`src/rtl/is_rf_pipe_if.sv`:
```
// Issue-to-RF stage bus: control strobes, per-channel packages and per-channel status.
interface is_rf_pipe_if #(
  parameter int unsigned NUM_CH = 4,
  parameter int unsigned PKG_W  = 66,
  parameter int unsigned ROB_W  = 6
);
  logic                    stall;
  logic                    mis_pred;
  logic [ROB_W-1:0]        mis_pred_indx;
  logic [ROB_W-1:0]        rob_head;
  logic [NUM_CH-1:0]       done;
  logic [NUM_CH*PKG_W-1:0] pkg_in;
  logic [NUM_CH*PKG_W-1:0] pkg_out;
  logic [NUM_CH-1:0]       fu_rdy;
  logic [NUM_CH-1:0]       kill;

  // Issue/control side.
  modport master (
    output stall, mis_pred, mis_pred_indx, rob_head, done, pkg_in,
    input  pkg_out, fu_rdy, kill
  );

  // Pipeline stage side.
  modport slave (
    input  stall, mis_pred, mis_pred_indx, rob_head, done, pkg_in,
    output pkg_out, fu_rdy, kill
  );
endinterface

```
`src/rtl/is_rf_pipe.sv`:
```
// Issue-to-register-file pipeline stage: one package register per functional-unit channel,
// with single-cycle (stall-gated) or multi-cycle (done-gated) capture and ROB-age flushing.
module is_rf_pipe #(
  parameter int unsigned       NUM_CH     = 4,
  parameter int unsigned       PKG_W      = 66,
  parameter int unsigned       ROB_W      = 6,
  parameter int unsigned       ROB_LSB    = 59,
  parameter logic [NUM_CH-1:0] MULTI_MASK = 4'b0001,
  parameter logic [NUM_CH-1:0] FLUSH_MASK = 4'b1101
) (
  input logic         clk,
  input logic         rst,
  is_rf_pipe_if.slave bus
);

  logic [NUM_CH-1:0][PKG_W-1:0] pkg_in_ch;
  logic [NUM_CH-1:0][PKG_W-1:0] pkg_out_ch;
  logic [NUM_CH-1:0][PKG_W-1:0] pkg_q, pkg_d;
  logic [NUM_CH-1:0]            wen;
  logic [NUM_CH-1:0]            flush_q;
  logic [NUM_CH-1:0]            flush_in;
  logic [NUM_CH-1:0]            kill_q, kill_d;

  // Ages are taken relative to the ROB head so the compare stays correct across index wrap.
  function automatic logic younger(input logic [ROB_W-1:0] idx,
                                   input logic [ROB_W-1:0] head,
                                   input logic [ROB_W-1:0] br);
    logic [ROB_W-1:0] age_idx;
    logic [ROB_W-1:0] age_br;
    age_idx = idx - head;
    age_br  = br - head;
    return age_idx > age_br;
  endfunction

  // Channel i occupies bits [i*PKG_W +: PKG_W] of the flat buses.
  assign pkg_in_ch   = bus.pkg_in;
  assign bus.pkg_out = pkg_out_ch;
  assign bus.fu_rdy  = wen;
  assign bus.kill    = kill_q;

  // Capture enables, flush terms, masked outputs and next-state per channel.
  always_comb begin
    wen        = '0;
    flush_q    = '0;
    flush_in   = '0;
    pkg_d      = pkg_q;
    pkg_out_ch = '0;
    for (int i = 0; i < NUM_CH; i++) begin
      if (MULTI_MASK[i]) begin
        wen[i] = ~pkg_q[i][PKG_W-1] | bus.done[i];
      end else begin
        wen[i] = ~bus.stall;
      end
      flush_q[i]  = bus.mis_pred & FLUSH_MASK[i] & pkg_q[i][PKG_W-1] &
                    younger(pkg_q[i][ROB_LSB +: ROB_W], bus.rob_head, bus.mis_pred_indx);
      flush_in[i] = bus.mis_pred & FLUSH_MASK[i] & pkg_in_ch[i][PKG_W-1] &
                    younger(pkg_in_ch[i][ROB_LSB +: ROB_W], bus.rob_head, bus.mis_pred_indx);
      pkg_out_ch[i] = flush_q[i] ? '0 : pkg_q[i];
      // A write takes priority over the flush clear; the flushed entry is simply replaced.
      if (wen[i]) begin
        pkg_d[i] = flush_in[i] ? '0 : pkg_in_ch[i];
      end else if (flush_q[i]) begin
        pkg_d[i] = '0;
      end
    end
    // Only a drop without replacement means the FU must abandon in-flight work.
    kill_d = flush_q & ~wen;
  end

  // Package registers and registered kill pulse.
  always_ff @(posedge clk or posedge rst) begin
    if (rst) begin
      pkg_q  <= '0;
      kill_q <= '0;
    end else begin
      pkg_q  <= pkg_d;
      kill_q <= kill_d;
    end
  end

endmodule
```
`src/flat_wrapper.sv`:
```
// flat-port wrapper written by rule: the top's interface ports become plain ports
module is_rf_pipe_flat 
#(
  parameter int unsigned       NUM_CH     = 4,
  parameter int unsigned       PKG_W      = 66,
  parameter int unsigned       ROB_W      = 6,
  parameter int unsigned       ROB_LSB    = 59,
  parameter logic [NUM_CH-1:0] MULTI_MASK = 4'b0001,
  parameter logic [NUM_CH-1:0] FLUSH_MASK = 4'b1101
)
  (clk, rst, bus_stall, bus_mis_pred, bus_mis_pred_indx, bus_rob_head, bus_done, bus_pkg_in, bus_pkg_out, bus_fu_rdy, bus_kill);
  is_rf_pipe_if #(.NUM_CH(NUM_CH), .PKG_W(PKG_W), .ROB_W(ROB_W)) bus_i ();
  input logic clk;
  input logic rst;
  input wire logic [$bits(bus_i.stall)-1:0] bus_stall;
  input wire logic [$bits(bus_i.mis_pred)-1:0] bus_mis_pred;
  input wire logic [$bits(bus_i.mis_pred_indx)-1:0] bus_mis_pred_indx;
  input wire logic [$bits(bus_i.rob_head)-1:0] bus_rob_head;
  input wire logic [$bits(bus_i.done)-1:0] bus_done;
  input wire logic [$bits(bus_i.pkg_in)-1:0] bus_pkg_in;
  output wire logic [$bits(bus_i.pkg_out)-1:0] bus_pkg_out;
  output wire logic [$bits(bus_i.fu_rdy)-1:0] bus_fu_rdy;
  output wire logic [$bits(bus_i.kill)-1:0] bus_kill;
  assign bus_i.stall = bus_stall;
  assign bus_i.mis_pred = bus_mis_pred;
  assign bus_i.mis_pred_indx = bus_mis_pred_indx;
  assign bus_i.rob_head = bus_rob_head;
  assign bus_i.done = bus_done;
  assign bus_i.pkg_in = bus_pkg_in;
  assign bus_pkg_out = bus_i.pkg_out;
  assign bus_fu_rdy = bus_i.fu_rdy;
  assign bus_kill = bus_i.kill;
  is_rf_pipe #(.NUM_CH(NUM_CH), .PKG_W(PKG_W), .ROB_W(ROB_W), .ROB_LSB(ROB_LSB), .MULTI_MASK(MULTI_MASK), .FLUSH_MASK(FLUSH_MASK)) u_core (.clk(clk), .rst(rst), .bus(bus_i));
endmodule
```
`config.mk`:
```
export PLATFORM = sky130hd
export DESIGN_NAME = is_rf_pipe_flat
export DESIGN_NICKNAME = d
export VERILOG_FILES = /design/src/rtl/is_rf_pipe_if.sv /design/src/rtl/is_rf_pipe.sv /design/src/flat_wrapper.sv
export SDC_FILE = /design/constraint.sdc
export NUM_CORES = 1
export LEC_CHECK = 0
export CORE_AREA = 5 5 210 212
export CTS_BUF_LIST = sky130_fd_sc_hd__clkbuf_4 sky130_fd_sc_hd__clkbuf_8
export DETAILED_ROUTE_END_ITERATION = 8
export DIE_AREA = 0 0 215 217
export PLACE_DENSITY = 0.72
export SYNTH_ARGS = -nofsm -noshare
export SYNTH_HDL_FRONTEND = slang
export SYNTH_SLANG_ARGS = --single-unit
```
`constraint.sdc`:
```
create_clock -name clk -period 14.75 [get_ports clk]
set_input_delay 4.425 -clock clk [delete_from_list [all_inputs] [get_ports clk]]
set_output_delay 4.425 -clock clk [all_outputs]
set_load 0.05 [all_outputs]
```
==> flow_metrics.env <==
export IMPL_drtIter0Drc=932
export IMPL_synth_nets=1818
export IMPL_port_buffers=551
export IMPL_crit_arrival_ps=9550
export IMPL_layout_drive_gt1_share_pct=10.1
export IMPL_final_max_slew_viol_count=0
export IMPL_finalHoldViolations=0
export IMPL_worst_path_buf_inv=4
export IMPL_synth_area_sq_mm=0.0147
export IMPL_synth_cells=1462
export IMPL_required_ps=10320
export IMPL_rsz0062_at_grt="false"
export IMPL_clock_latency_ps=600
export IMPL_ys_types=57
export IMPL_via_per_inst=5.09
export IMPL_rows=75
export IMPL_synth_avg_cell_area_sq_um=10.1
export IMPL_die_area_sq_mm=0.0467
export IMPL_antenna_found_initial=5
export IMPL_grt_usage_pct=20.2
export IMPL_reg2reg_to="u_core.pkg_q[227]$_DFF_PP0_"
export IMPL_clkTransAtPathRegs_ps=60
export IMPL_drcViolationCount=0
export IMPL_powerDensity_mw_per_mm2=174
export IMPL_internal_power_mw=2.04
export IMPL_die_h_um=217
export IMPL_cts_hold_buf=0
export IMPL_multi_input_area_sq_mm=0.00670
export IMPL_grt_pass1_wl_um=76200
export IMPL_grt_overflow_total=0
export IMPL_fmax_mhz=71.6
export IMPL_hold_path_class="register to register"
export IMPL_grt_max_degree=133
export IMPL_synth_top_cell_area_share_pct=45.3
export IMPL_cts_repair_resized=0
export IMPL_synth_top_area_cell="dfrtp_1"
export IMPL_synth_edff_count=0
export IMPL_initial_core_util_pct=35.3
export IMPL_seqCellArea_sq_mm=0.00668
export IMPL_power_share_sequential_pct=26.2
export IMPL_ys_seq_area_share_pct=45.3
export IMPL_critPathTopFamily="buffers and inverters"
export IMPL_endpoint_kind="primary output"
export IMPL_start_kind="primary input"
export IMPL_clock_sinks=267
export IMPL_critPathMaxStageDelay_ps=900
export IMPL_slew_headroom_pct=23.4
export IMPL_reg2reg_slack_ps=10880
export IMPL_power_switching_mw=1.66
export IMPL_holdCritStartpoint="u_core.bus.pkg_out[96]$_DFFE_PP0N_"
export IMPL_cts_setup_buffers=0
export IMPL_cts_path_max_buffers=3
export IMPL_synth_yosys_warnings=0
export IMPL_maxCapViolations=0
export IMPL_finalClockSkew_ps=16.4
export IMPL_tightest_slew_ps=1150
export IMPL_fin_util_pct=51.0
export IMPL_vias=12700
export IMPL_numCtsBuffers=49
export IMPL_gp_congestion=0.831
export IMPL_synth_common_cells="dfrtp_1 (267), nand2_1 (202), nor2b_1 (134), inv_1 (98), buf_4 (79)"
export IMPL_synth_ff_type="dfrtp_1"
export IMPL_synth_area_leaders="dfrtp_1 (45%), nor2b_1 (5.7%), ha_1 (5.5%), nand2_1 (5.1%), mux2_2 (5.0%)"
export IMPL_switching_share_pct=44.8
export IMPL_dr_pass1_iters=5
export IMPL_ant_nets=0
export IMPL_cp_max_fo=45
export IMPL_core_area_sq_mm=0.0418
export IMPL_htreeDepth=2
export IMPL_finalNonFillerCells=2485
export IMPL_path_cells="clkdlybuf4s50_1 > inv_1 > ha_1 > a21o_1 > a21o_1 > xnor2_1 > ha_1 > nand3_1 > a21oi_1 > o21ai_0 > o2bb2ai_1 > o2111ai_4 > buf_4 > and2_1 > clkdlybuf4s50_1"
export IMPL_wirelength_um=49000
export IMPL_cts_tree="yes"
export IMPL_fin_setup_tns_ps=0
export IMPL_fin_nets=2262
export IMPL_areaGrowthSynthToFinish_pct=44.4
export IMPL_ys_ff_latch=267
export IMPL_status="completed"
export IMPL_worst_r2r_cell_count=14
export IMPL_comb_power_share_pct=52.8
export IMPL_hpwlAfterDp_um=35600
export IMPL_p_leak_nw=9.20
export IMPL_worst_path_max_delay_cell="o2111ai_4"
export IMPL_post_route_period_util_pct=94.7
export IMPL_fillers=3672
export IMPL_dpl_cell_count=2394
export IMPL_setup_worst_path_class="primary input to primary output"
export IMPL_wire_per_inst_um=19.7
export IMPL_grt_pass1_vias=13300
export IMPL_peakVddDrop_mv=0.118
export IMPL_root_buffer="clkbuf_8"
export IMPL_min_delay_worst_endpoint="u_core.bus.pkg_out[96]$_DFFE_PP0N_"
export IMPL_die_width_um=215
export IMPL_hold_depth=1
export IMPL_worstReg2RegStart="u_core.pkg_q[258]$_DFF_PP0_"
export IMPL_clkPwrFrac_pct=21.1
export IMPL_yosysMostFrequentCell="dfrtp_1"
export IMPL_io_pins=556
export IMPL_fin_crit_ps=13970
export IMPL_synthArstFlopShare_pct=100
export IMPL_finalSetupViolCount=0
[worst register-to-register path: cells and delay by family (launching register included)]
family	cells	cell delay, ps
compound gates	9	2100
fa+ha+maj	2	590
flops	1	450
buf+inv	1	390
xor+xnor	1	160
simple gates	1	120
[area by class of cell]
type	count	share of cell area, %
clock inverters	9	0.500
repair buffers	574	27.0
inverters	99	1.78
well taps	539	3.17
multi-input cells	915	31.5
flip-flops and latches	267	31.4
diodes	2	0.0235
clock buffers	80	4.62
[worst max path at each step]
stage               slack [ps]            start                to  cells after the start
floorplan                 2180  bus_rob_head[1]   bus_pkg_out[51]                     16
global placement           860  bus_rob_head[1]  bus_pkg_out[215]                     15
detailed placement         770  bus_rob_head[1]  bus_pkg_out[227]                     15
CTS                        760  bus_rob_head[1]  bus_pkg_out[227]                     15
global route               420  bus_rob_head[1]  bus_pkg_out[215]                     15
finish                     780  bus_rob_head[1]  bus_pkg_out[227]                     15
[layout by cell type, fill, tap and decap left out, types with 3 or more instances in the layout]
master           netlist  routed
a31oi_1                5       5
and3_1                 4       4
fa_1                   7       7
o21a_1                 3       3
inv_1                 98      97
a21oi_1               21      20
o211a_1                6       6
nor3b_1                4       4
buf_12                 0       5
and2_1                68      68
clkinv_2               0       3
a21o_1                20      20
ha_1                  65      65
xnor2_1               18      18
a21boi_0               3       3
o32ai_1               67      67
a32o_1                66      66
xor2_1                11      11
clkinvlp_4             0       3
nand3_1               11      11
nand4_1                3       3
nand2_1              202     202
o21ai_0                6       6
mux2_2                66      66
dfrtp_1              267     267
nor2_1                 9       8
o21bai_1               4       4
nor3_1                 3       3
clkdlybuf4s50_1        0     550
o22ai_1               65      65
buf_4                 79      18
clkbuf_4               0      19
o21ba_2                3       3
nor4_1                 4       4
clkbuf_8               0      62
nor2b_1              134     133
a211oi_1              12      12
[logic make-up after synthesis]
kind of cell    Yosys count  share of synthesized area, %
compound gates          295                          16.1
xor+xnor                 29                          1.72
fa+ha+maj                72                          6.47
buf+inv                 280                          9.64
flops                   267                          45.3
mux                      66                          5.04
other cells               1                        0.0254
simple gates            452                          15.7
[power groups by stage]
stage / registers, mW / logic [mW] / clock network (mW)
after floorplan: 0.950 / 1.35 / 0
after global placement: 0.966 / 1.93 / 0
after detailed placement: 0.975 / 1.96 / 0
after CTS: 0.964 / 1.96 / 0.810
after global routing: 0.986 / 2.06 / 0.848
final: 0.966 / 1.95 / 0.779
[per-stage QoR]
stage | hold WS (ps) | power [mW] | worst slack, ps | cell area, sq um
finish | 505 | 3.69 | 776 | 21300
CTS | 507 | 3.74 | 758 | 21300
floorplan | 481 | 2.30 | 2180 | 14700
global placement | 487 | 2.90 | 858 | 20200
global route | 521 | 3.89 | 423 | 21300
detailed placement | 492 | 2.93 | 773 | 20200
[routing by layer]
layer	track usage, %	up-vias	share of wire [%]
met3	9.13	77	10
li1	-	5933	-
met5	0	-	0.069
met1	22.7	6137	37
met2	35.0	502	50
met4	5.50	6	2.5
[flip-flops by register name, summed over array words and instances, names as in the netlist]
register / flops
u_core.bus.pkg_out: 66
u_core.bus.kill: 3
u_core.pkg_q: 198
Power figures use the tool's default switching activity.
